===== src/rtl/divider.sv =====
// Iterative restoring divider for RV32M DIV/DIVU/REM/REMU; one quotient bit per cycle.
// Divide-by-zero and signed overflow complete in one cycle without entering CALC.
module divider #(
   parameter int unsigned WIDTH = 32
) (
   input  logic             clk,
   input  logic             rst,
   input  logic             start,
   input  logic [1:0]       op,
   input  logic [WIDTH-1:0] a,
   input  logic [WIDTH-1:0] b,
   output logic             busy,
   output logic             done,
   output logic [WIDTH-1:0] result
);

   typedef enum logic [1:0] {StIdle, StCalc, StFixup} state_e;

   state_e           state_q, state_d;
   logic [5:0]       cnt_q, cnt_d;
   logic [WIDTH-1:0] rem_q, rem_d;
   logic [WIDTH-1:0] quo_q, quo_d;
   logic [WIDTH-1:0] div_q, div_d;
   logic             sel_rem_q, sel_rem_d;
   logic             q_neg_q, q_neg_d;
   logic             r_neg_q, r_neg_d;
   logic             done_q, done_d;
   logic [WIDTH-1:0] result_q, result_d;

   logic             is_signed;
   logic             a_neg, b_neg;
   logic [WIDTH-1:0] a_mag, b_mag;
   logic             div_zero, overflow;
   logic [WIDTH-1:0] fast_res;
   logic [WIDTH:0]   shifted, trial;
   logic [WIDTH-1:0] q_fix, r_fix;

   always_comb begin
      is_signed = ~op[0];
      a_neg     = is_signed & a[WIDTH-1];
      b_neg     = is_signed & b[WIDTH-1];
      a_mag     = a_neg ? -a : a;
      b_mag     = b_neg ? -b : b;
      div_zero  = (b == '0);
      overflow  = is_signed && (a == {1'b1, {(WIDTH-1){1'b0}}}) && (b == '1);
      // Overflow quotient is the dividend itself (most negative value).
      if (div_zero) fast_res = op[1] ? a : '1;
      else          fast_res = op[1] ? '0 : a;

      // Trial subtract is 33 bits wide; bit WIDTH set means the divisor did not fit.
      shifted = {rem_q, quo_q[WIDTH-1]};
      trial   = shifted - {1'b0, div_q};

      q_fix = q_neg_q ? -quo_q : quo_q;
      r_fix = r_neg_q ? -rem_q : rem_q;
   end

   always_comb begin
      state_d   = state_q;
      cnt_d     = cnt_q;
      rem_d     = rem_q;
      quo_d     = quo_q;
      div_d     = div_q;
      sel_rem_d = sel_rem_q;
      q_neg_d   = q_neg_q;
      r_neg_d   = r_neg_q;
      done_d    = 1'b0;
      result_d  = result_q;

      unique case (state_q)
         StIdle: begin
            if (start) begin
               sel_rem_d = op[1];
               q_neg_d   = a_neg ^ b_neg;
               r_neg_d   = a_neg;
               if (div_zero || overflow) begin
                  done_d   = 1'b1;
                  result_d = fast_res;
               end else begin
                  state_d = StCalc;
                  cnt_d   = 6'(WIDTH - 1);
                  rem_d   = '0;
                  quo_d   = a_mag;
                  div_d   = b_mag;
               end
            end
         end
         StCalc: begin
            if (!trial[WIDTH]) begin
               rem_d = trial[WIDTH-1:0];
               quo_d = {quo_q[WIDTH-2:0], 1'b1};
            end else begin
               rem_d = shifted[WIDTH-1:0];
               quo_d = {quo_q[WIDTH-2:0], 1'b0};
            end
            if (cnt_q == 6'd0) state_d = StFixup;
            else               cnt_d   = cnt_q - 6'd1;
         end
         StFixup: begin
            state_d  = StIdle;
            done_d   = 1'b1;
            result_d = sel_rem_q ? r_fix : q_fix;
         end
         default: state_d = StIdle;
      endcase
   end

   always_ff @(posedge clk or negedge rst) begin
      if (!rst) begin
         state_q   <= StIdle;
         cnt_q     <= '0;
         rem_q     <= '0;
         quo_q     <= '0;
         div_q     <= '0;
         sel_rem_q <= 1'b0;
         q_neg_q   <= 1'b0;
         r_neg_q   <= 1'b0;
         done_q    <= 1'b0;
         result_q  <= '0;
      end else begin
         state_q   <= state_d;
         cnt_q     <= cnt_d;
         rem_q     <= rem_d;
         quo_q     <= quo_d;
         div_q     <= div_d;
         sel_rem_q <= sel_rem_d;
         q_neg_q   <= q_neg_d;
         r_neg_q   <= r_neg_d;
         done_q    <= done_d;
         result_q  <= result_d;
      end
   end

   assign busy   = (state_q != StIdle);
   assign done   = done_q;
   assign result = result_q;

endmodule


===== config.mk =====
export PLATFORM = sky130hd
export DESIGN_NAME = divider
export DESIGN_NICKNAME = d
export VERILOG_FILES = /design/src/rtl/divider.sv
export SDC_FILE = /design/constraint.sdc
export NUM_CORES = 1
export LEC_CHECK = 0
export CAP_MARGIN = 20
export CORE_MARGIN = 10
export CORE_UTILIZATION = 53
export DETAILED_ROUTE_END_ITERATION = 8
export PLACE_DENSITY_LB_ADDON = 0.08
export SLEW_MARGIN = 10
export SYNTH_ARGS = -nofsm -noshare
export SYNTH_HDL_FRONTEND = slang
export SYNTH_SLANG_ARGS = --single-unit
export TNS_END_PERCENT = 100

===== constraint.sdc =====
create_clock -name clk -period 3.5 [get_ports clk]
set_input_delay 0.7 -clock clk [delete_from_list [all_inputs] [get_ports clk]]
set_output_delay 0.7 -clock clk [all_outputs]
set_load 0.01 [all_outputs]

# Word-level counts from Yosys, hierarchy flattened
# Index checks and enable logic that the tools add are counted.
# op_classes
n_addsub	6
eq_ne	9
n_mux	30
bitwise	5
n_reduce_logical	15
# op_table
op	count
32-bit two-way mux	15
32-bit case mux with 2 select lines	3
32-bit negator	4
32-bit == test, second input constant	2
33-bit by 32-bit subtractor with 33-bit output	1
32-bit logical NOT	1
6-bit two-way mux	3
6-bit case mux with 2 select lines	1
3-bit AND reduction	4
2-bit != test, second input constant	5
6-bit logical NOT	1
2-bit two-way mux	3
2-bit nonzero test	3
6-bit by 1-bit subtractor with 6-bit output, second input constant	1
2-bit case mux with 2 select lines	1
4-bit AND reduction	1
1-bit two-way mux	3
1-bit AND	2
2-bit by 1-bit == test with 1-bit output, second input constant	1
2-bit == test, second input constant	1
1-bit logical AND	2
2-bit logical NOT	1
1-bit NOT	2
1-bit case mux with 2 select lines	1
other kinds (3)	3
# totals
reg_bits	140
in_bits	69
output_inout_bits	34
wordCells	75

# Depth between registers and ports, before layout
# Gate-level depths: netlist of the first run.
# logic_depth
depth_word	7
ltp_mapped	13
mapped_depth_nobuf	12

# Worst setup path before layout of the first run
# OpenSTA, ideal clock, no wires.
# synth_path
path_type	register to register
startpoint	reg quo_q[31]
endpoint	reg rem_q[24]
setup_time_ns	0.133
arrival_ns	3.231
required_ns	3.367
setup_slack_ns	0.135
path_stages_with_launch	14
n_path_buf	1
synth_period_minus_slack_ns	3.365
path_cell_list	dfrtp_1 inv_1 ha_1 fa_1 nand2b_1 a21o_1 a2111oi_0 o21ai_1 and4_1 o41ai_4 xor2_2 buf_2 mux2i_1 o21ai_0
# synth_via
elab_chain_cells	3
# synth_rtl
element	line_no	text
start: declaration	22	logic [WIDTH-1:0] quo_q, quo_d;
start signal: assignment	124	quo_q <= quo_d;
33-bit by 32-bit subtractor with 33-bit output	52	trial = shifted - {1'b0, div_q};
32-bit two-way mux	89	if (!trial[WIDTH]) begin
32-bit case mux with 2 select lines	70	unique case (state_q)
end signal: assignment	123	rem_q <= rem_d;
end: declaration	21	logic [WIDTH-1:0] rem_q, rem_d;
# Every way passes these cells.
# A chain may end at the register's enable or synchronous reset.

# Worst setup path in the final report of the first run
# layout_path
startpoint	reg quo_q[31]
endpoint	reg rem_q[17]
# The elaborated chain is that of the path after synthesis.

==> metrics.md, run 1 <==
| Metric | Value |
|---|---|
| Outcome | finished clean |
| Commonest non-fill, non-tap cell in the layout | nand2_1 |
| #FFs+latches synth | 140 |
| CP Launch Type | register |
| Final period util | 0.986 |
| # port buffers | 102 |
| Worst Path Arrival | 3.74 ns |
| Post-synth cell types | 72 |
| Global-route wire length before repair | 51.4 mm |
| Worst vdd ir | 771 uV |
| Max Freq | 290 MHz |
| Max stage delay on crit path | 0.36 ns |
| DP Area | 12600 sq um |
| Placed insts | 1684 |
| Crit-path leading delay family | compound AO/OA/AOI/OAI gates |
| Die width | 161 um |
| Syn Inst Count | 1271 |
| Die Y | 161 um |
| Die ar. | 26000 sq um |
| Fillers | 1647 |
| Crit path max fanout | 8 |
| H-tree Lvls | 4 |
| Pins Over Slew Limit | 0 |
| Hold Vio Cnt, Final | 0 |
| Site Rows | 51 |
| DR iter-0 viols | 824 |
| Synth Cell Area | 10600 sq um |
| CP max stage cell | fa_2 |
| Least-Margin Pin Slew | 1.01 ns |
| CORE AREA | 19500 sq um |
| Leading area contributor after synthesis | dfrtp_1 |
| Share of cells above drive strength 1 | 0.128 |
| Critical path type | register to register |
| CP Cell Sequence | inv_1 -> ha_2 -> fa_2 -> nand2b_4 -> a21o_1 -> a2111oi_4 -> o21ai_2 -> and4_4 -> o41ai_4 -> buf_4 -> xor2_4 -> bufbuf_16 -> mux2i_1 -> o21ai_0 |
| Grt total ovfl | 0 |
| Setup Skew | 0.00987 ns |
| Final setup fails | 0 |
| Share of the synthesized area in the top cell type | 0.331 |
| Vias in the first global route | 9903 |
| Vias | 10200 |
| Worst-path clk slew | 0.06 ns |
| Syn_area_per_cell | 8.32 sq um |
| CTS tree | built |
| Tot Pwr | 0.0146 W |
| Total Wirelength | 31.9 mm |
| Leak | 5.62 nW |
| Fin cells | 1724 |
| Clock Latency Late Sink | 0.43 ns |
| Sinks on the clock net | 140 |
| EDFF count, synth | 0 |
| Synth area leaders | dfrtp_1, o21ai_0, xor2_1, xnor2_1, nand2_1 |
| Synth warn | 0 |
| Hold crit path type | input pin to asynchronous set/reset pin |
| Largest net degree at the start of global routing | 63 |
| Max-Cap Viols | 0 |
| GRT Total Usage | 0.238 |
| Post-DRT Antenna Nets | 0 |
| Root Driver | clkbuf_16 |
| I/O pin count | 103 |
| Antenna diodes | 0 |
| Drt drc | 0 |
| Design area | 13400 sq um |
| Sequential area share after synthesis | 0.331 |
| Data required, critical path | 3.79 ns |
| NumNets Final | 1556 |
| Syn_nets | 1380 |
| Top FF cell, synth | dfrtp_1 |
| RSZ-0062 raised after global routing | yes |
| Total CTS buffers | 17 |
| GP Congestion | 0.895 |
| Initial Utilization | 0.542 |
| Avg WL per Cell | 18.5 um |
| CTS Buffer Depth | 2 |
| DR pass1 iterations | 6 |
| P per Cell Area | 1080 nW/um^2 |
| DP Wirelength | 23.3 mm |
| Critical Path Sink Type | register |
| Fraction of registers with async set/reset | 1.00 |
| Worst slew margin | 0.326 |
| Area grow syn2layout | 27.1% |
| Setup TNS | 0 ns |
| Vias/cell | 5.94 |
| Final min period | 3.45 ns |
| Initial antenna violation count | 0 |
| Crit path buf inv count | 3 |
| Most frequent cells in the layout | nand2_1, o21ai_0, dfrtp_1 |
layer usage:
metal,track usage,share of wire
met1,0.329,0.46
met2,0.378,0.46
met3,0.0351,0.061
met4,0.0720,0.018
met5,0,0
state kept, by name, indices dropped and copies added, names as in the netlist:
name and cells:
cnt_q 6, div_q 32, done 1, q_neg_q 1
quo_q 32, r_neg_q 1, rem_q 32, result 32
sel_rem_q 1, state_q 2
power by group:
| part | switching (W) | internal (W) |
|---|---|---|
| Combinational | 0.00488 | 0.00447 |
| Sequential | 0.000891 | 0.00237 |
| Clock | 0.000728 | 0.00122 |
synth_stat cells (27+ instances only):
cell,number
inv_1,58
xor2_1,77
o31ai_1,37
clkbuf_1,54
nor2_1,94
o21ai_0,143
xnor2_1,75
a21oi_1,65
mux2i_1,30
nand2_1,148
a221o_1,27
dfrtp_1,140
ha_1,39
cells by family (layout without fill, tap and decap cells):
| group | Yosys count | count (layout) | synth area share |
|---|---|---|---|
| buffers and inverters | 131 | 319 | 0.0514 |
| DFF | 140 | 140 | 0.331 |
| and+or+nand+nor | 376 | 376 | 0.166 |
| muxes | 31 | 31 | 0.0294 |
| AOI/OAI and AO/OA | 400 | 400 | 0.246 |
| xor gates and xnor gates | 153 | 153 | 0.127 |
| adders and majority gates | 40 | 40 | 0.0480 |
path summary, 6_finish.rpt:
kind / start / end / slack (ns) / depth (start not counted)
setup / recovery: quo_q[31]$_DFFE_PN0P_ / rem_q[17]$_DFFE_PN0P_ / 0.05 / 14
hold / removal: rst / done$_DFF_PN0_ / 0.24 / 1
setup reg to reg: quo_q[31]$_DFFE_PN0P_ / rem_q[17]$_DFFE_PN0P_ / 0.05 / 14
hold reg to reg: div_q[27]$_DFFE_PN0P_ / div_q[27]$_DFFE_PN0P_ / 0.48 / 2
max in group asynchronous: rst / div_q[26]$_DFFE_PN0P_ / 2.31 / 2
min in group clk: div_q[27]$_DFFE_PN0P_ / div_q[27]$_DFFE_PN0P_ / 0.48 / 2
worst register-to-register path, stage by stage (launching register included):
cell	delay [ns]
dfrtp_1	0.35
inv_1	0.06
ha_2	0.20
fa_2	0.36
nand2b_4	0.15
a21o_1	0.20
a2111oi_4	0.33
o21ai_2	0.13
and4_4	0.17
o41ai_4	0.32
buf_4	0.19
xor2_4	0.21
bufbuf_16	0.32
mux2i_1	0.21
o21ai_0	0.10
final cells by class:
cell class	count	area, sq um	area share
Sequential cell	140	3500	0.261
Timing Repair Buffer	229	2160	0.160
Clock buffer	20	457	0.0340
Clock inverter	11	166	0.0124
Inverter	59	221	0.0165
Multi-Input combinational cell	1000	6610	0.492
Tap cell	265	332	0.0247
per-stage QoR:
step | hold slack (ns) | util | setup WS (ns)
6_report | 0.244 | 0.689 | 0.0498
3_3_place_gp | 0.463 | 0.646 | -0.292
3_5_place_dp | 0.473 | 0.646 | -0.267
4_1_cts | 0.281 | 0.684 | 0.0255
5_1_grt | 0.288 | 0.689 | -0.0838
2_1_floorplan | 0.404 | - | 0.135
what timing repair did:
item / CTS / global route
pin swaps: 3 / 5
endpoints found under the setup margin: 33 / 33
resized for setup: 9 / 7
hold buffers: 0 / 0
buffers inserted: 2 / 3
gates cloned: 2 / 2
No activity file was read; power rests on OpenSTA's default activity.
==> inputs of run 2 (changes only) <==
- RECOVER_POWER: unset -> 25
==> run 2 against run 1 <==
The flow now finishes with violations (capacitance limit, slew limit); routed wire length is 0.14% lower; clock skew hardly changed; clock power hardly changed; sequential cell count stayed put; combinational power hardly changed; setup slack worse by 0.0020 ns; clock-buffer cell count stayed put; critical endpoint unchanged; sequential share of layout area hardly changed; power hardly changed; register-to-register slack hardly changed; die area stayed put.
==> metrics.md, run 2 (synthesis gave the netlist of run 1 again) <==
| Metric | Value |
|---|---|
| Antenna diodes | 0 (unchanged) |
| Outcome | finished, violations left |
| Initial Utilization | 0.542 (unchanged) |
| Vias in the first global route | 9903 (unchanged) |
| DR iter-0 viols | 822 (-0.24%) |
| Max-Cap Viols | 1 (+1) |
| Die width | 161 um (unchanged) |
| DR pass1 iterations | 6 (unchanged) |
| CTS tree | built |
| Failing checks | capacitance limit, slew limit |
| Least-Margin Pin Slew | 1.70 ns (+0.690 ns) |
| Vias | 10200 (-0.029%) |
| Avg WL per Cell | 18.5 um (-0.14%) |
| RSZ-0062 raised after global routing | yes |
| Worst-path clk slew | 0.06 ns (about the same) |
| Critical path type | register to register |
| CTS Buffer Depth | 2 (unchanged) |
| Leak | 5.61 nW (-0.12%) |
| Worst vdd ir | 771 uV (about the same) |
| I/O pin count | 103 (unchanged) |
| Most frequent cells in the layout | nand2_1, o21ai_0, dfrtp_1 |
| CORE AREA | 19500 sq um (unchanged) |
| Hold Vio Cnt, Final | 0 (unchanged) |
| Grt total ovfl | 0 (unchanged) |
| Clock Latency Late Sink | 0.43 ns (about the same) |
| Site Rows | 51 (unchanged) |
| Flop pwr share | 0.224 (about the same) |
| DP Wirelength | 23.3 mm (unchanged) |
| Worst slew margin | -0.134 (-0.460) |
| Data required, critical path | 3.79 ns (about the same) |
| H-tree Lvls | 4 (unchanged) |
| Final setup fails | 0 (unchanged) |
| Final min period | 3.45 ns (+0.00198 ns) |
| Hold crit path type | register to register |
| Max stage delay on crit path | 0.36 ns (about the same) |
| GRT Total Usage | 0.238 (unchanged) |
| Sw frac | 0.446 (about the same) |
| Commonest non-fill, non-tap cell in the layout | nand2_1 |
| Post-DRT Antenna Nets | 0 (unchanged) |
| Final period util | 0.986 (about the same) |
| Psw | 0.00650 W (about the same) |
| Internal power | 0.00807 W (about the same) |
| GP Congestion | 0.895 (unchanged) |
| Total Wirelength | 31.8 mm (-0.14%) |
| # port buffers | 102 (unchanged) |
| Critical Path Sink Type | register |
| Util after Layout | 0.688 (-0.000769) |
| Die ar. | 26000 sq um (unchanged) |
| Global-route wire length before repair | 51.4 mm (unchanged) |
| Sinks on the clock net | 140 (unchanged) |
| Pins Over Slew Limit | 63 (+63) |
| Combinational power share | 0.642 (about the same) |
| Largest net degree at the start of global routing | 63 (unchanged) |
| Vias/cell | 5.94 (about the same) |
| Design area | 13400 sq um (-0.11%) |
| Share of cells above drive strength 1 | 0.127 (-0.000685) |
| CP max stage cell | fa_2 |
| CP Launch Type | register |
| Max Freq | 290 MHz (about the same) |
| Clk network pwr share | 0.134 (about the same) |
| Initial antenna violation count | 0 (unchanged) |
| NumNets Final | 1556 (unchanged) |
| Die Y | 161 um (unchanged) |
| Total CTS buffers | 17 (unchanged) |
| P per Cell Area | 1080 nW/um^2 (about the same) |
| CP Cell Sequence | inv_1 -> ha_2 -> fa_2 -> nand2b_4 -> a21o_1 -> a2111oi_4 -> o21ai_2 -> and4_4 -> o41ai_4 -> buf_4 -> xor2_4 -> bufbuf_16 -> mux2i_1 -> o21ai_0 |
| Area grow syn2layout | 27.0% |
| Worst Path Arrival | 3.74 ns (about the same) |
| Crit path max fanout | 8 (unchanged) |
| DP Area | 12600 sq um (unchanged) |
| Drt drc | 0 (unchanged) |
| Setup Skew | 0.00976 ns (-0.000110 ns) |
| Root Driver | clkbuf_16 |
==> run 2: power by group through the flow <==
stage,clock (W),combinational (W),sequential [W]
CTS,0.00196,0.00891,0.00322
global route,0.00203,0.0102,0.00336
floorplan,0,0.00609,0.00299
finish,0.00195,0.00935,0.00327
detailed placement,0,0.00825,0.00324
global placement,0,0.00808,0.00322
==> run 2: cell type report <==
cell class	count	area [sq um]
clock buffer	20	457
clock inverter	11	166
fill	1652	6090
inverter	59	221
multi-input combinational	1000	6610
sequential	140	3500
tap	265	332
timing repair buffer	229	2140
==> run 2: repair_timing <==
item,4_1_cts,5_1_grt
gates resized for setup,9,7
pin swaps,3,5
setup buffers,2,3
cloned,2,2
endpoints found under the setup margin,33,33
hold buffers,0,0
==> run 2: critical path: cells and delay by family (launching register included) <==
| family | cells | cell delay, ns |
|---|---|---|
| AO/OA/AOI/OAI | 5 | 1.08 |
| buffers and inverters | 3 | 0.57 |
| XOR/XNOR | 1 | 0.21 |
| multiplexers | 1 | 0.21 |
| adder cells (fa/ha/maj) | 2 | 0.56 |
| flip-flops | 1 | 0.35 |
| AND/OR/NAND/NOR | 2 | 0.32 |
==> run 2: metrics by stage <==
step | hold WS [ns] | instances | setup WS (ns) | setup TNS (ns) | total power, W
after floorplan | 0.404 | 1271 | 0.135 | 0 | 0.00909
after detailed placement | 0.473 | 1684 | -0.267 | -7.29 | 0.0115
after global placement | 0.463 | 1684 | -0.292 | -2.96 | 0.0113
after global routing | 0.511 | 1724 | -0.0838 | -0.880 | 0.0156
final | 0.477 | 1724 | 0.0478 | 0 | 0.0146
after CTS | 0.281 | 1719 | 0.0255 | 0 | 0.0141
==> run 2: final timing paths <==
check	depth (start not counted)	slack [ns]	from	end
max in group asynchronous	2	1.10	rst	div_q[26]$_DFFE_PN0P_
max	14	0.05	quo_q[31]$_DFFE_PN0P_	rem_q[17]$_DFFE_PN0P_
min reg2reg	2	0.48	div_q[27]$_DFFE_PN0P_	div_q[27]$_DFFE_PN0P_
max reg2reg	14	0.05	quo_q[31]$_DFFE_PN0P_	rem_q[17]$_DFFE_PN0P_
min in group asynchronous	1	0.69	rst	done$_DFF_PN0_
min	2	0.48	div_q[27]$_DFFE_PN0P_	div_q[27]$_DFFE_PN0P_
==> run 2: layer usage <==
metal  global-route usage  routed length [um]  vias to the layer above
met4               0.0720                 592                        0
met2                0.378               14600                      385
met3               0.0351                1980                       44
met5                    0                   0                        -
li1                     -                   -                     4951
met1                0.329               14700                     4853
